--- src/rtl/imem_boot_loader.sv ---
// -----------------------------------------------------------------------------
// imem_boot_loader
//   Loads a program image into instruction memory from a byte stream and holds
//   the core stalled until the image is complete.
//
//   Stream format: 4-byte little-endian word count N, then N 32-bit
//   little-endian instruction words. Words are written to sequential word
//   addresses starting at 0. A bad header (N == 0 or N > MEM_SIZE) or a stall
//   in the stream longer than TIMEOUT_CYCLES parks the loader in an error
//   state until the next Load_Req.
//
// Ports
//   Clk_Core      in   core clock, rising-edge
//   Rst_Core_N    in   asynchronous active-low reset
//   Load_Req      in   1-cycle pulse, starts a load from IDLE/RUN/ERR
//   Byte_Data     in   stream byte
//   Byte_Valid    in   stream byte valid
//   Byte_Ready    out  loader accepts a byte (HDR/DATA)
//   Mem_Wr_En     out  1-cycle instruction memory write strobe
//   Mem_Wr_Addr   out  word address of the write
//   Mem_Wr_Data   out  instruction word being written
//   Core_Stall    out  core must not fetch / advance PC
//   Load_Busy     out  header or data phase in progress
//   Load_Err      out  loader is in the error state
//   Words_Loaded  out  words written by the current/last load
// -----------------------------------------------------------------------------
module imem_boot_loader #(
  parameter int MEM_SIZE       = 128,
  parameter int TIMEOUT_CYCLES = 1024,
  localparam int ADDR_SIZE     = $clog2(MEM_SIZE)
) (
  input  logic                 Clk_Core,
  input  logic                 Rst_Core_N,
  input  logic                 Load_Req,
  input  logic [7:0]           Byte_Data,
  input  logic                 Byte_Valid,
  output logic                 Byte_Ready,
  output logic                 Mem_Wr_En,
  output logic [ADDR_SIZE-1:0] Mem_Wr_Addr,
  output logic [31:0]          Mem_Wr_Data,
  output logic                 Core_Stall,
  output logic                 Load_Busy,
  output logic                 Load_Err,
  output logic [ADDR_SIZE:0]   Words_Loaded
);

  // The timer only ever needs to hold 0 .. TIMEOUT_CYCLES-1: the edge that
  // would take it to TIMEOUT_CYCLES leaves HDR/DATA instead.
  localparam int TMR_W = (TIMEOUT_CYCLES > 1) ? $clog2(TIMEOUT_CYCLES) : 1;
  localparam logic [TMR_W-1:0] TMR_LAST   = TMR_W'(TIMEOUT_CYCLES - 1);
  localparam logic [31:0]      MEM_SIZE_W = 32'(MEM_SIZE);
  localparam logic [ADDR_SIZE:0] WORDS_ONE = {{ADDR_SIZE{1'b0}}, 1'b1};

  typedef enum logic [2:0] {
    S_IDLE,
    S_HDR,
    S_DATA,
    S_RUN,
    S_ERR
  } state_t;

  state_t               state;
  state_t               state_nxt;

  logic [1:0]           byte_cnt;
  logic [23:0]          asm_q;      // bytes 0..2 of the word being assembled
  logic [ADDR_SIZE:0]   word_cnt;   // N from the header
  logic [TMR_W-1:0]     timer;

  logic                 in_stream;
  logic                 byte_acc;
  logic                 word_done;
  logic [31:0]          asm_word;
  logic                 hdr_bad;
  logic [ADDR_SIZE:0]   words_inc;
  logic                 last_word;
  logic                 timeout_hit;
  logic                 start_load;

  assign in_stream  = (state == S_HDR) || (state == S_DATA);
  assign byte_acc   = in_stream && Byte_Valid;
  assign word_done  = byte_acc && (byte_cnt == 2'd3);
  assign asm_word   = {Byte_Data, asm_q};
  // Full 32-bit compare: upper header bits must not alias into range.
  assign hdr_bad    = (asm_word == 32'd0) || (asm_word > MEM_SIZE_W);
  assign words_inc  = Words_Loaded + WORDS_ONE;
  assign last_word  = (words_inc == word_cnt);
  // An accepted byte on the expiry edge wins over the timeout.
  assign timeout_hit = (TIMEOUT_CYCLES != 0) && in_stream && !byte_acc &&
                       (timer == TMR_LAST);
  assign start_load = Load_Req &&
                      ((state == S_IDLE) || (state == S_RUN) || (state == S_ERR));

  // State register
  always_ff @(posedge Clk_Core or negedge Rst_Core_N) begin
    if (!Rst_Core_N) state <= S_IDLE;
    else             state <= state_nxt;
  end

  // Next-state logic
  always_comb begin
    state_nxt = state;
    case (state)
      S_IDLE, S_RUN, S_ERR: begin
        if (Load_Req) state_nxt = S_HDR;
      end
      S_HDR: begin
        if (word_done)        state_nxt = hdr_bad ? S_ERR : S_DATA;
        else if (timeout_hit) state_nxt = S_ERR;
      end
      S_DATA: begin
        if (word_done && last_word) state_nxt = S_RUN;
        else if (timeout_hit)       state_nxt = S_ERR;
      end
      default: state_nxt = S_IDLE;
    endcase
  end

  // Decoded outputs
  always_comb begin
    Byte_Ready = in_stream;
    Load_Busy  = in_stream;
    Load_Err   = (state == S_ERR);
  end

  // Registered datapath and outputs
  always_ff @(posedge Clk_Core or negedge Rst_Core_N) begin
    if (!Rst_Core_N) begin
      byte_cnt     <= 2'd0;
      asm_q        <= 24'd0;
      word_cnt     <= '0;
      timer        <= '0;
      Mem_Wr_En    <= 1'b0;
      Mem_Wr_Addr  <= '0;
      Mem_Wr_Data  <= 32'd0;
      Core_Stall   <= 1'b1;
      Words_Loaded <= '0;
    end else begin
      Mem_Wr_En <= 1'b0;
      if (start_load) begin
        byte_cnt     <= 2'd0;
        Words_Loaded <= '0;
        timer        <= '0;
        Core_Stall   <= 1'b1;
      end else if (in_stream) begin
        if (byte_acc) begin
          timer    <= '0;
          byte_cnt <= byte_cnt + 2'd1;
          case (byte_cnt)
            2'd0: asm_q[7:0]   <= Byte_Data;
            2'd1: asm_q[15:8]  <= Byte_Data;
            2'd2: asm_q[23:16] <= Byte_Data;
            default: begin
              if (state == S_HDR) begin
                word_cnt <= asm_word[ADDR_SIZE:0];
              end else begin
                Mem_Wr_En    <= 1'b1;
                Mem_Wr_Addr  <= Words_Loaded[ADDR_SIZE-1:0];
                Mem_Wr_Data  <= asm_word;
                Words_Loaded <= words_inc;
                if (last_word) Core_Stall <= 1'b0;
              end
            end
          endcase
        end else if (TIMEOUT_CYCLES != 0) begin
          timer <= timer + {{(TMR_W-1){1'b0}}, 1'b1};
        end
      end
    end
  end

endmodule

--- config.mk ---
export PLATFORM = sky130hd
export DESIGN_NAME = imem_boot_loader
export DESIGN_NICKNAME = d
export VERILOG_FILES = /design/src/rtl/imem_boot_loader.sv
export SDC_FILE = /design/constraint.sdc
export NUM_CORES = 1
export LEC_CHECK = 0
export ABC_AREA = 1
export ABC_CLOCK_PERIOD_IN_PS = 1710
export CAP_MARGIN = 20
export CORE_ASPECT_RATIO = 0.9
export CORE_UTILIZATION = 40
export DETAILED_ROUTE_END_ITERATION = 10
export PLACE_DENSITY_LB_ADDON = 0.15
export SYNTH_ARGS = -nofsm -noshare
export SYNTH_HDL_FRONTEND = slang
export SYNTH_SLANG_ARGS = --single-unit
--- constraint.sdc ---
create_clock -name Clk_Core -period 1.71 [get_ports Clk_Core]
set_input_delay 0.2565 -clock Clk_Core [delete_from_list [all_inputs] [get_ports Clk_Core]]
set_output_delay 0.2565 -clock Clk_Core [all_outputs]
set_load 0.02 [all_outputs]
==> results of run 1 <==
==> synthesized netlist by cell type <==
cell type / instances / area (um^2)
a211oi_1: 1 / 7.51
nand2_2: 2 / 12.5
clkinv_1: 1 / 3.75
nor2_8: 1 / 20.0
clkbuf_1: 6 / 22.5
nand2_1: 136 / 510
dfrtp_1: 95 / 2380
xnor2_1: 1 / 8.76
o21ai_2: 1 / 8.76
nor3_1: 6 / 30.0
buf_2: 3 / 15.0
o21ai_0: 69 / 345
nand3_4: 1 / 17.5
ha_1: 7 / 87.6
nand3b_1: 2 / 15.0
nand3_2: 1 / 10.0
o22ai_1: 1 / 6.26
o22ai_2: 4 / 50.1
nor3b_1: 1 / 7.51
dfstp_2: 1 / 26.3
xor2_1: 4 / 35.0
a21oi_1: 2 / 10.0
o211ai_1: 2 / 15.0
nor2_2: 1 / 6.26
inv_1: 65 / 244
buf_6: 4 / 45.0
buf_4: 1 / 7.51
o21bai_1: 1 / 7.51
or2_2: 1 / 6.26
inv_4: 1 / 6.26
o21ai_1: 10 / 50.1
nand3_1: 23 / 115
a221oi_1: 2 / 17.5
inv_2: 1 / 3.75
nand4_1: 8 / 50.1
o21a_1: 1 / 7.51
nor2_1: 28 / 105
a31oi_1: 1 / 6.26
==> power by group <==
part	switching [mW]	leakage [nW]	total, mW	internal [mW]
clock network	0.890	0.156	2.17	1.28
registers	0.473	1.28	3.48	3.01
logic	1.99	1.33	3.54	1.55
==> timing repair <==
action                     4_1_cts  5_1_grt
gates cloned                     0        5
hold buffers                     1        0
pin swaps                        0        5
buffers inserted                 0        5
setup endpoints to repair        9       71
hold endpoints to repair        32        0
resized for setup               14       25
==> worst max path at each step <==
| stage | start | to | cells past startpoint |
|---|---|---|---|
| final | state[0] | Mem_Wr_Data[7] | 9 |
| after global routing | state[2] | Mem_Wr_Data[7] | 9 |
| after CTS | Words_Loaded[1] | Words_Loaded[1] | 2 |
| after detailed placement | Byte_Valid | Words_Loaded[1] | 6 |
| after global placement | Byte_Valid | Words_Loaded[6] | 8 |
| after floorplan | Words_Loaded[0] | state[0] | 9 |
==> cell families after synthesis <==
group,after synthesis,share of synthesized area (%)
fa+ha+maj,7,2.03
compound gates,95,12.3
buf+inv,82,8.05
flops,96,55.6
xor+xnor,5,1.01
simple gates,211,21.0
==> per-stage QoR <==
step	hold WS [ns]	setup TNS [ns]	worst slack, ns	instances
finish	0.428	0	0.0199	735
global route	0.469	-1.83	-0.0763	735
CTS	0.430	0	0.0225	725
detailed placement	0.266	-0.302	-0.0287	709
global placement	0.260	-0.0618	-0.0283	709
floorplan	-0.0391	0	0.0214	496
==> cell usage in the layout, fill, tap and decap left out, drive strengths merged, types with 3 or more instances in the layout <==
cell type	instances
nand3	26
dfrtp	95
clkdlybuf4s50	53
nand2	138
o22ai	5
nor2	30
dlygate4sd2	5
clkinv	3
clkbuf	12
buf	43
xor2	4
o21ai	80
inv	69
nand4	8
nor3	6
ha	7
==> worst max-delay path, delay by kind of cell (launching register included) <==
| family | cells | cell delay, ns |
|---|---|---|
| AOI/OAI and AO/OA | 1 | 0.08 |
| buffers and inverters | 3 | 0.38 |
| DFF | 1 | 0.41 |
| and+or+nand+nor | 5 | 0.68 |
==> area by class of cell <==
| class | count | area [um^2] |
|---|---|---|
| clock buffer | 9 | 225 |
| clock inverter | 6 | 91.3 |
| fill | 955 | 4530 |
| inverter | 68 | 258 |
| multi-input combinational | 319 | 1650 |
| sequential | 96 | 2400 |
| tap | 129 | 161 |
| timing repair buffer | 108 | 1060 |
==> registers in the layout (all words and copies together), names as in the netlist <==
name,flops
Core_Stall,1
Mem_Wr_Addr,7
Mem_Wr_Data,32
Mem_Wr_En,1
Words_Loaded,8
asm_q,24
byte_cnt,2
state,3
timer,10
word_cnt,8
==> routing by layer <==
| metal | vias up | part of all wire [%] |
|---|---|---|
| li1 | 1808 | - |
| met1 | 1704 | 50 |
| met2 | 110 | 44 |
| met3 | 11 | 5.4 |
| met4 | 0 | 1.1 |
| met5 | - | 0 |
==> impl_metrics.env, run 1 <==
export IMPL_drv_slew=0
export IMPL_outcome="finished with violations"
export IMPL_vias=3633
export IMPL_critical_path_cell_chain="inv_1, nand3_2, nand2_4, inv_4, nor2_8, nand3_4, clkbuf_16, nand2_1, o21ai_0"
export IMPL_fin_crit_sh_pct=98.8
export IMPL_start_kind="flop"
export IMPL_rows=35
export IMPL_finalPower_mw=9.19
export IMPL_yosys_warnings=0
export IMPL_viasPerCell=4.94
export IMPL_clk_pin_slew_ns=0.07
export IMPL_r2r_slack_ns=0.02
export IMPL_grt_usage_pct=19.5
export IMPL_period_needed_ns=1.69
export IMPL_p_leak_nw=2.77
export IMPL_root_buffer="clkbuf_16"
export IMPL_seq_area_frac_synth_pct=55.6
export IMPL_max_clock_freq_mhz=592
export IMPL_grt_pass1_wl_um=16900
export IMPL_r2r_start="state[0]"
export IMPL_worstPathRequired_ns=1.94
export IMPL_p_per_area_nw_per_um2=1570
export IMPL_tritoncts="yes"
export IMPL_placement_cell_area_um2=5330
export IMPL_critPathArrivalTime_ns=1.92
export IMPL_hold_viol=0
export IMPL_drive_gt1_share_pct=15.2
export IMPL_grt_antenna_before_repair=0
export IMPL_antennaDiodeCount=0
export IMPL_fin_skew_ns=0.00779
export IMPL_critPathSlowestCell="dfrtp_1"
export IMPL_rsz0062_at_grt="true"
export IMPL_met2_usage_pct=29.7
export IMPL_start_util_pct=41.6
export IMPL_timing_rr_end="Mem_Wr_Data[7]"
export IMPL_worst_slew_pin_slew_ns=0.523
export IMPL_irDropWorstVdd_uv=839
export IMPL_drtIter0Drc=208
export IMPL_critPathKind="flop to flop"
export IMPL_use_met1_pct=26.8
export IMPL_netlist_area_um2=4320
export IMPL_endpoint_kind="flop"
export IMPL_violations="DRC"
export IMPL_synth_cells=496
export IMPL_slowest_delay_ns=0.41
export IMPL_die_x_um=112
export IMPL_fin_util_pct=56.3
export IMPL_wl_per_cell_um=14.5
export IMPL_cts_htree_levels=3
export IMPL_nNetsFinal=621
export IMPL_ios=64
export IMPL_clk_latency_ns=0.35
export IMPL_met3_usage_pct=6.01
export IMPL_dieArea_um2=11200
export IMPL_path_max_fanout=8
export IMPL_cap_violations=0
export IMPL_die_h_um=101
export IMPL_grt_pass1_vias=3362
export IMPL_wl_um=10700
export IMPL_io_buffers=63
export IMPL_dr_pass1_iters=10
export IMPL_hpwl_um=7340
export IMPL_postSynthAreaPerCell_um2=8.71
export IMPL_syn_to_final_growth_pct=35.3
export IMPL_grt_max_degree=42
export IMPL_synth_nets=515
export IMPL_final_area_um2=5850
export IMPL_yosys_register_bits=96
export IMPL_finalSetupViolations=0
export IMPL_drtAntennaViolNets=0
export IMPL_max_slew_margin_pct=65.1
export IMPL_overflow=0
export IMPL_cts_sinks=96
export IMPL_clockBufferDepth=2
export IMPL_drc=5
export IMPL_ff2ff_path_depth=9
export IMPL_min_path_type="input pin to async pin"
export IMPL_numCtsBuffers=9
export IMPL_core_um2=10400
export IMPL_ys_types=38
export IMPL_routabilityCongestion=0.869
export IMPL_grt_busiest_layer="met2"
Note: power is estimated with default switching activity, not from simulation.
==> run 2: changes to the inputs <==
- CORE_MARGIN: not set -> 1
- MAX_ROUTING_LAYER: not set -> met4
==> impl_metrics.env, run 2 (same netlist as run 1, synthesis figures left out) <==
export IMPL_drtAntennaViolNets=0
export IMPL_hpwl_um=7340
export IMPL_drtIter0Drc=191
export IMPL_startpoint="state[2]"
export IMPL_grt_pass1_vias=3370
export IMPL_hold_viol=0
export IMPL_intPower_mw=5.84
export IMPL_p_comb_share_pct=38.5
export IMPL_antennaDiodeCount=0
export IMPL_grt_usage_pct=20.1
export IMPL_fin_crit_sh_pct=98.3
export IMPL_reg_top3="Mem_Wr_Data (32), asm_q (24), timer (10)"
export IMPL_largest_reg_flops=32
export IMPL_fin_skew_ns=0.00549
export IMPL_p_leak_nw=2.77
export IMPL_drive_gt1_share_pct=15.2
export IMPL_violations="DRC"
export IMPL_critPathKind="flop to flop"
export IMPL_cap_violations=0
export IMPL_core_um2=10400
export IMPL_nNetsFinal=621
export IMPL_rsz0062_at_grt="true"
export IMPL_die_h_um=101
export IMPL_seqPwrFrac_pct=37.9
export IMPL_setup_tns_ns=0
export IMPL_multi_input_area_um2=1650
export IMPL_p_per_area_nw_per_um2=1570
export IMPL_grt_max_degree=42
export IMPL_syn_to_final_growth_pct=35.3
export IMPL_fillers=955
export IMPL_grt_antenna_before_repair=0
export IMPL_overflow=0
export IMPL_r2r_start="state[2]"
export IMPL_cp_top_family="simple AND/OR/NAND/NOR gates"
export IMPL_dr_pass1_iters=10
export IMPL_timing_rr_end="Mem_Wr_Data[7]"
export IMPL_root_buffer="clkbuf_16"
export IMPL_wl_um=10700
export IMPL_path_max_fanout=8
export IMPL_cts_htree_levels=3
export IMPL_start_kind="flop"
export IMPL_critPathSlowestCell="dfrtp_1"
export IMPL_final_cell_mix="135 x nand2_1, 95 x dfrtp_1, 65 x inv_1"
export IMPL_vias=3626
export IMPL_r2r_slack_ns=0.03
export IMPL_wl_per_cell_um=14.6
export IMPL_cts_sinks=96
export IMPL_io_buffers=63
export IMPL_fin_hold_ws_ns=0.429
export IMPL_ios=64
export IMPL_seq_area_um2=2400
export IMPL_tritoncts="yes"
export IMPL_rows=35
export IMPL_switching_share_pct=36.4
export IMPL_period_needed_ns=1.68
export IMPL_routabilityCongestion=0.883
export IMPL_clk_pin_slew_ns=0.07
export IMPL_min_path_type="input pin to async pin"
export IMPL_path_depth=9
export IMPL_regMostFlops="Mem_Wr_Data"
export IMPL_grt_pass1_wl_um=16900
export IMPL_max_clock_freq_mhz=595
export IMPL_outcome="finished with violations"
export IMPL_drc=5
export IMPL_irDropWorstVdd_uv=840
export IMPL_fin_util_pct=56.3
export IMPL_endpoint_kind="flop"
export IMPL_p_sw_mw=3.35
export IMPL_layout_commonest_cell="nand2_1"
export IMPL_clockPowerShare_pct=23.6
export IMPL_worst_slew_pin_slew_ns=0.527
export IMPL_ff2ff_path_depth=9
export IMPL_slowest_delay_ns=0.39
export IMPL_worstPathRequired_ns=1.94
export IMPL_dieArea_um2=11200
export IMPL_viasPerCell=4.93
export IMPL_finalSetupViolations=0
export IMPL_max_slew_margin_pct=64.9
export IMPL_start_util_pct=41.6
export IMPL_crit_end="Mem_Wr_Data[7]"
export IMPL_die_x_um=112
export IMPL_clk_latency_ns=0.35
export IMPL_numCtsBuffers=9
export IMPL_clockBufferDepth=2
export IMPL_critical_path_cell_chain="inv_2, nand3_2, nand2_4, inv_4, nor2_8, nand3_4, clkbuf_16, nand2_1, o21ai_0"
export IMPL_crit_buf_inv=3
export IMPL_drv_slew=0
export IMPL_critPathArrivalTime_ns=1.91
run 2: cell counts in the layout (fill, tap and decap cells not counted):
Identical to the previous run, type by type.
run 2: per-stage QoR:
step                std cells  cell area (um^2)  setup WS (ns)  total power, mW
finish                    735              5850         0.0286             9.19
global route              735              5850        -0.0804             9.81
CTS                       725              5660         0.0225             9.10
detailed placement        709              5330        -0.0287             6.90
global placement          709              5330        -0.0283             6.83
floorplan                 496              4320         0.0214             5.41
run 2: repair_timing:
action	CTS	global route
cloned	0	5
hold buffers	1	0
resized for setup	14	25
buffers inserted	0	5
endpoints found under the hold margin	32	0
pin swaps	0	5
endpoints found under the setup margin	9	71
run 2: worst min-delay path by stage:
stage	startpoint	to	slack [ns]	cells after the start
finish	Rst_Core_N	Mem_Wr_Addr[3]	0.43	2
global route	Rst_Core_N	Mem_Wr_Addr[5]	0.47	2
CTS	Rst_Core_N	asm_q[9]	0.43	2
detailed placement	Rst_Core_N	Mem_Wr_Addr[3]	0.27	1
global placement	Rst_Core_N	Mem_Wr_Addr[5]	0.26	1
floorplan	Rst_Core_N	Mem_Wr_Addr[0]	-0.04	0
run 2: layer usage:
metal	up-vias	share of wire [%]	GRT usage [%]
met5	-	0	-
met4	0	1.0	5.93
met3	9	5.4	5.95
met2	108	45	29.8
met1	1700	49	26.8
li1	1809	-	-
run 2: power by group through the flow:
stage          combinational (mW)  sequential [mW]  clock (mW)
2_1_floorplan                1.54             3.87           0
3_3_place_gp                 3.34             3.49           0
3_5_place_dp                 3.39             3.51           0
4_1_cts                      3.40             3.48        2.22
5_1_grt                      3.93             3.57        2.30
6_report                     3.54             3.48        2.17
run 2: final cells by class:
type,instances,share of cell area (%)
flip-flops and latches,96,41.1
multi-input cells,319,28.2
repair buffers,108,18.1
inverters,68,4.41
clock buffers,9,3.85
well taps,129,2.76
clock inverters,6,1.56
==> run 3: changes to the inputs <==
- ABC_AREA: 1 -> not set
==> impl_metrics.env, run 3 <==
export IMPL_start_kind="flop"
export IMPL_min_from="Mem_Wr_Addr[4]"
export IMPL_outcome="finished with violations"
export IMPL_p_sw_mw=2.15
export IMPL_largest_reg_flops=32
export IMPL_regMostFlops="Mem_Wr_Data"
export IMPL_postSynthAreaPerCell_um2=10.2
export IMPL_antennaDiodeCount=0
export IMPL_post_synth_top_count_cell="nand2_1"
export IMPL_die_h_um=101
export IMPL_seq_area_um2=2410
export IMPL_tritoncts="yes"
export IMPL_async_flop_share_pct=100
export IMPL_routabilityCongestion=0.853
export IMPL_r2r_slack_ns=-0.12
export IMPL_yosys_register_bits=96
export IMPL_critPathSlowestCell="dfrtp_2"
export IMPL_finalPower_mw=7.27
export IMPL_hold_viol=0
export IMPL_dieArea_um2=11300
export IMPL_path_depth=7
export IMPL_multi_input_area_um2=1980
export IMPL_grt_pass1_wl_um=17400
export IMPL_clk_latency_ns=0.34
export IMPL_rows=35
export IMPL_dp_slack_ns=-0.217
export IMPL_finalSetupViolations=4
export IMPL_p_comb_share_pct=25.9
export IMPL_worstPathRequired_ns=1.99
export IMPL_netlist_top_cells_count="135 x nand2_1, 95 x dfrtp_1, 32 x mux2_2"
export IMPL_critPathArrivalTime_ns=2.10
export IMPL_syn_to_final_growth_pct=38.4
export IMPL_switching_share_pct=29.6
export IMPL_crit_buf_inv=1
export IMPL_p_leak_nw=2.87
export IMPL_cp_top_family="compound AO/OA/AOI/OAI gates"
export IMPL_dr_pass1_iters=7
export IMPL_endpoint_kind="flop"
export IMPL_nNetsFinal=565
export IMPL_clockBufferDepth=2
export IMPL_core_um2=10400
export IMPL_netlist_area_um2=4360
export IMPL_final_cell_mix="133 x nand2_1, 89 x dfrtp_1, 54 x buf_4"
export IMPL_drtIter0Drc=128
export IMPL_ff2ff_path_depth=7
export IMPL_synth_nets=447
export IMPL_yosys_area_top_type_share_pct=54.5
export IMPL_synth_cells=428
export IMPL_numCtsBuffers=9
export IMPL_cts_htree_levels=3
export IMPL_clockPowerShare_pct=30.4
export IMPL_ios=64
export IMPL_irDropWorstVdd_uv=683
export IMPL_grt_antenna_before_repair=0
export IMPL_crit_end="state[0]"
export IMPL_slowest_delay_ns=0.46
export IMPL_rsz0062_at_grt="true"
export IMPL_reg_top3="Mem_Wr_Data (32), asm_q (24), timer (10)"
export IMPL_synth_top_area_cell="dfrtp_1"
export IMPL_layout_commonest_cell="nand2_1"
export IMPL_ys_types=53
export IMPL_wl_um=10500
export IMPL_path_max_fanout=7
export IMPL_seq_area_frac_synth_pct=55.1
export IMPL_grt_max_degree=97
export IMPL_overflow=0
export IMPL_startpoint="Words_Loaded[0]"
export IMPL_yosys_warnings=0
export IMPL_viasPerCell=5.16
export IMPL_vias=3507
export IMPL_grt_pass1_vias=3405
export IMPL_drc=4
export IMPL_period_needed_ns=1.83
export IMPL_p_per_area_nw_per_um2=1200
export IMPL_hpwl_um=7100
export IMPL_drv_slew=0
export IMPL_min_path_type="flop to flop"
export IMPL_wl_per_cell_um=15.4
export IMPL_fin_skew_ns=0.00609
export IMPL_max_clock_freq_mhz=547
export IMPL_die_x_um=112
export IMPL_r2r_start="Words_Loaded[0]"
export IMPL_timing_final_ws_setup_ns=-0.118
export IMPL_drtAntennaViolNets=0
export IMPL_start_util_pct=41.8
export IMPL_io_buffers=63
export IMPL_timing_rr_end="state[0]"
export IMPL_root_buffer="clkbuf_16"
export IMPL_grt_usage_pct=20.5
export IMPL_max_slew_margin_pct=64.1
export IMPL_fillers=884
export IMPL_critical_path_cell_chain="ha_4, buf_6, and3_4, a311oi_4, a31oi_4, o211ai_1, a31o_1"
export IMPL_fin_crit_sh_pct=107
export IMPL_synth_edf_count=0
export IMPL_drive_gt1_share_pct=26.1
export IMPL_seqPwrFrac_pct=43.7
export IMPL_worst_slew_pin_slew_ns=0.539
export IMPL_synthFlopType="dfrtp_1"
export IMPL_clk_pin_slew_ns=0.07
export IMPL_cts_sinks=96
export IMPL_critPathKind="flop to flop"
export IMPL_violations="DRC, setup timing"
export IMPL_intPower_mw=5.12
export IMPL_cap_violations=0
export IMPL_yosys_top_cells_area="dfrtp_1 55%, nand2_1 12%, mux2_2 8.3%, nor2_1 2.1%, ha_1 2.0%"
run 3: cell count changes after synthesis, sizes merged, moves of 6 or more:
cell / delta
nor4: +7
o21ai: -65
mux2: +32
inv: -63
nand3: -15
nor2: -6
xnor2: +9
run 3: kinds of logic (layout without fill, tap and decap cells):
group                    count (synthesis)  in the layout  share of synthesized area [%]
multiplexers                            33             33                           8.49
flip-flops                              96             96                           55.1
buffers and inverters                   23            146                           2.72
XOR/XNOR                                19             19                           3.99
adder cells (fa/ha/maj)                  7              7                           2.01
AO/OA/AOI/OAI                           40             40                           6.25
AND/OR/NAND/NOR                        210            210                           21.4
run 3: how the worst min path moves through the flow:
| stage | to | cells past startpoint | slack [ns] |
|---|---|---|---|
| floorplan | Mem_Wr_Addr[0] | 0 | -0.04 |
| global placement | Words_Loaded[5] | 2 | 0.35 |
| detailed placement | Mem_Wr_Addr[2] | 2 | 0.36 |
| CTS | Mem_Wr_Addr[3] | 2 | 0.48 |
| global route | timer[8] | 1 | 0.50 |
| finish | Mem_Wr_Addr[4] | 2 | 0.47 |
run 3: worst min-delay path, stage by stage, from the launching register on:
cell	delay [ns]
dfrtp_1	0.34
nand2_1	0.05
nand2_1	0.05
run 3: layout make-up:
| class | count | share of cell area (%) |
|---|---|---|
| Clock buffer | 11 | 4.02 |
| Sequential cell | 96 | 40.0 |
| Multi-Input combinational cell | 309 | 32.7 |
| Inverter | 4 | 0.249 |
| Timing Repair Buffer | 126 | 18.9 |
| Tap cell | 129 | 2.67 |
| Clock inverter | 5 | 1.43 |
run 3: what timing repair did:
action,in CTS,in global routing
pin swaps,4,13
hold endpoints to repair,21,0
setup buffers,2,5
hold buffers,1,0
gates resized for setup,28,27
endpoints found under the setup margin,44,52
run 3: through the flow:
step                      std cells  area, um^2  setup TNS [ns]  hold slack, ns  util [%]
after floorplan                 428        4390          -0.151         -0.0391         -
after global placement          657        5530           -9.35           0.352      53.0
after detailed placement        657        5530           -9.62           0.358      53.0
after CTS                       675        5920          -0.119           0.479      56.8
after global routing            680        6030           -1.43           0.498      57.9
final                           680        6030          -0.251           0.471      57.9
run 3: power groups by stage:
stage                     clock network, mW  registers, mW  logic, mW
after floorplan                           0           3.04       1.15
after global placement                    0           3.16       1.70
after detailed placement                  0           3.18       1.75
after CTS                              2.26           3.17       1.79
after global routing                   2.34           3.24       2.07
final                                  2.21           3.18       1.88
run 3: per-layer routing:
layer / GRT usage, % / part of all wire [%] / vias to the layer above
met5: - / 0 / -
li1: - / - / 1694
met4: 4.92 / 0.91 / 0
met2: 29.7 / 45 / 64
met3: 4.99 / 3.5 / 7
met1: 28.9 / 50 / 1742
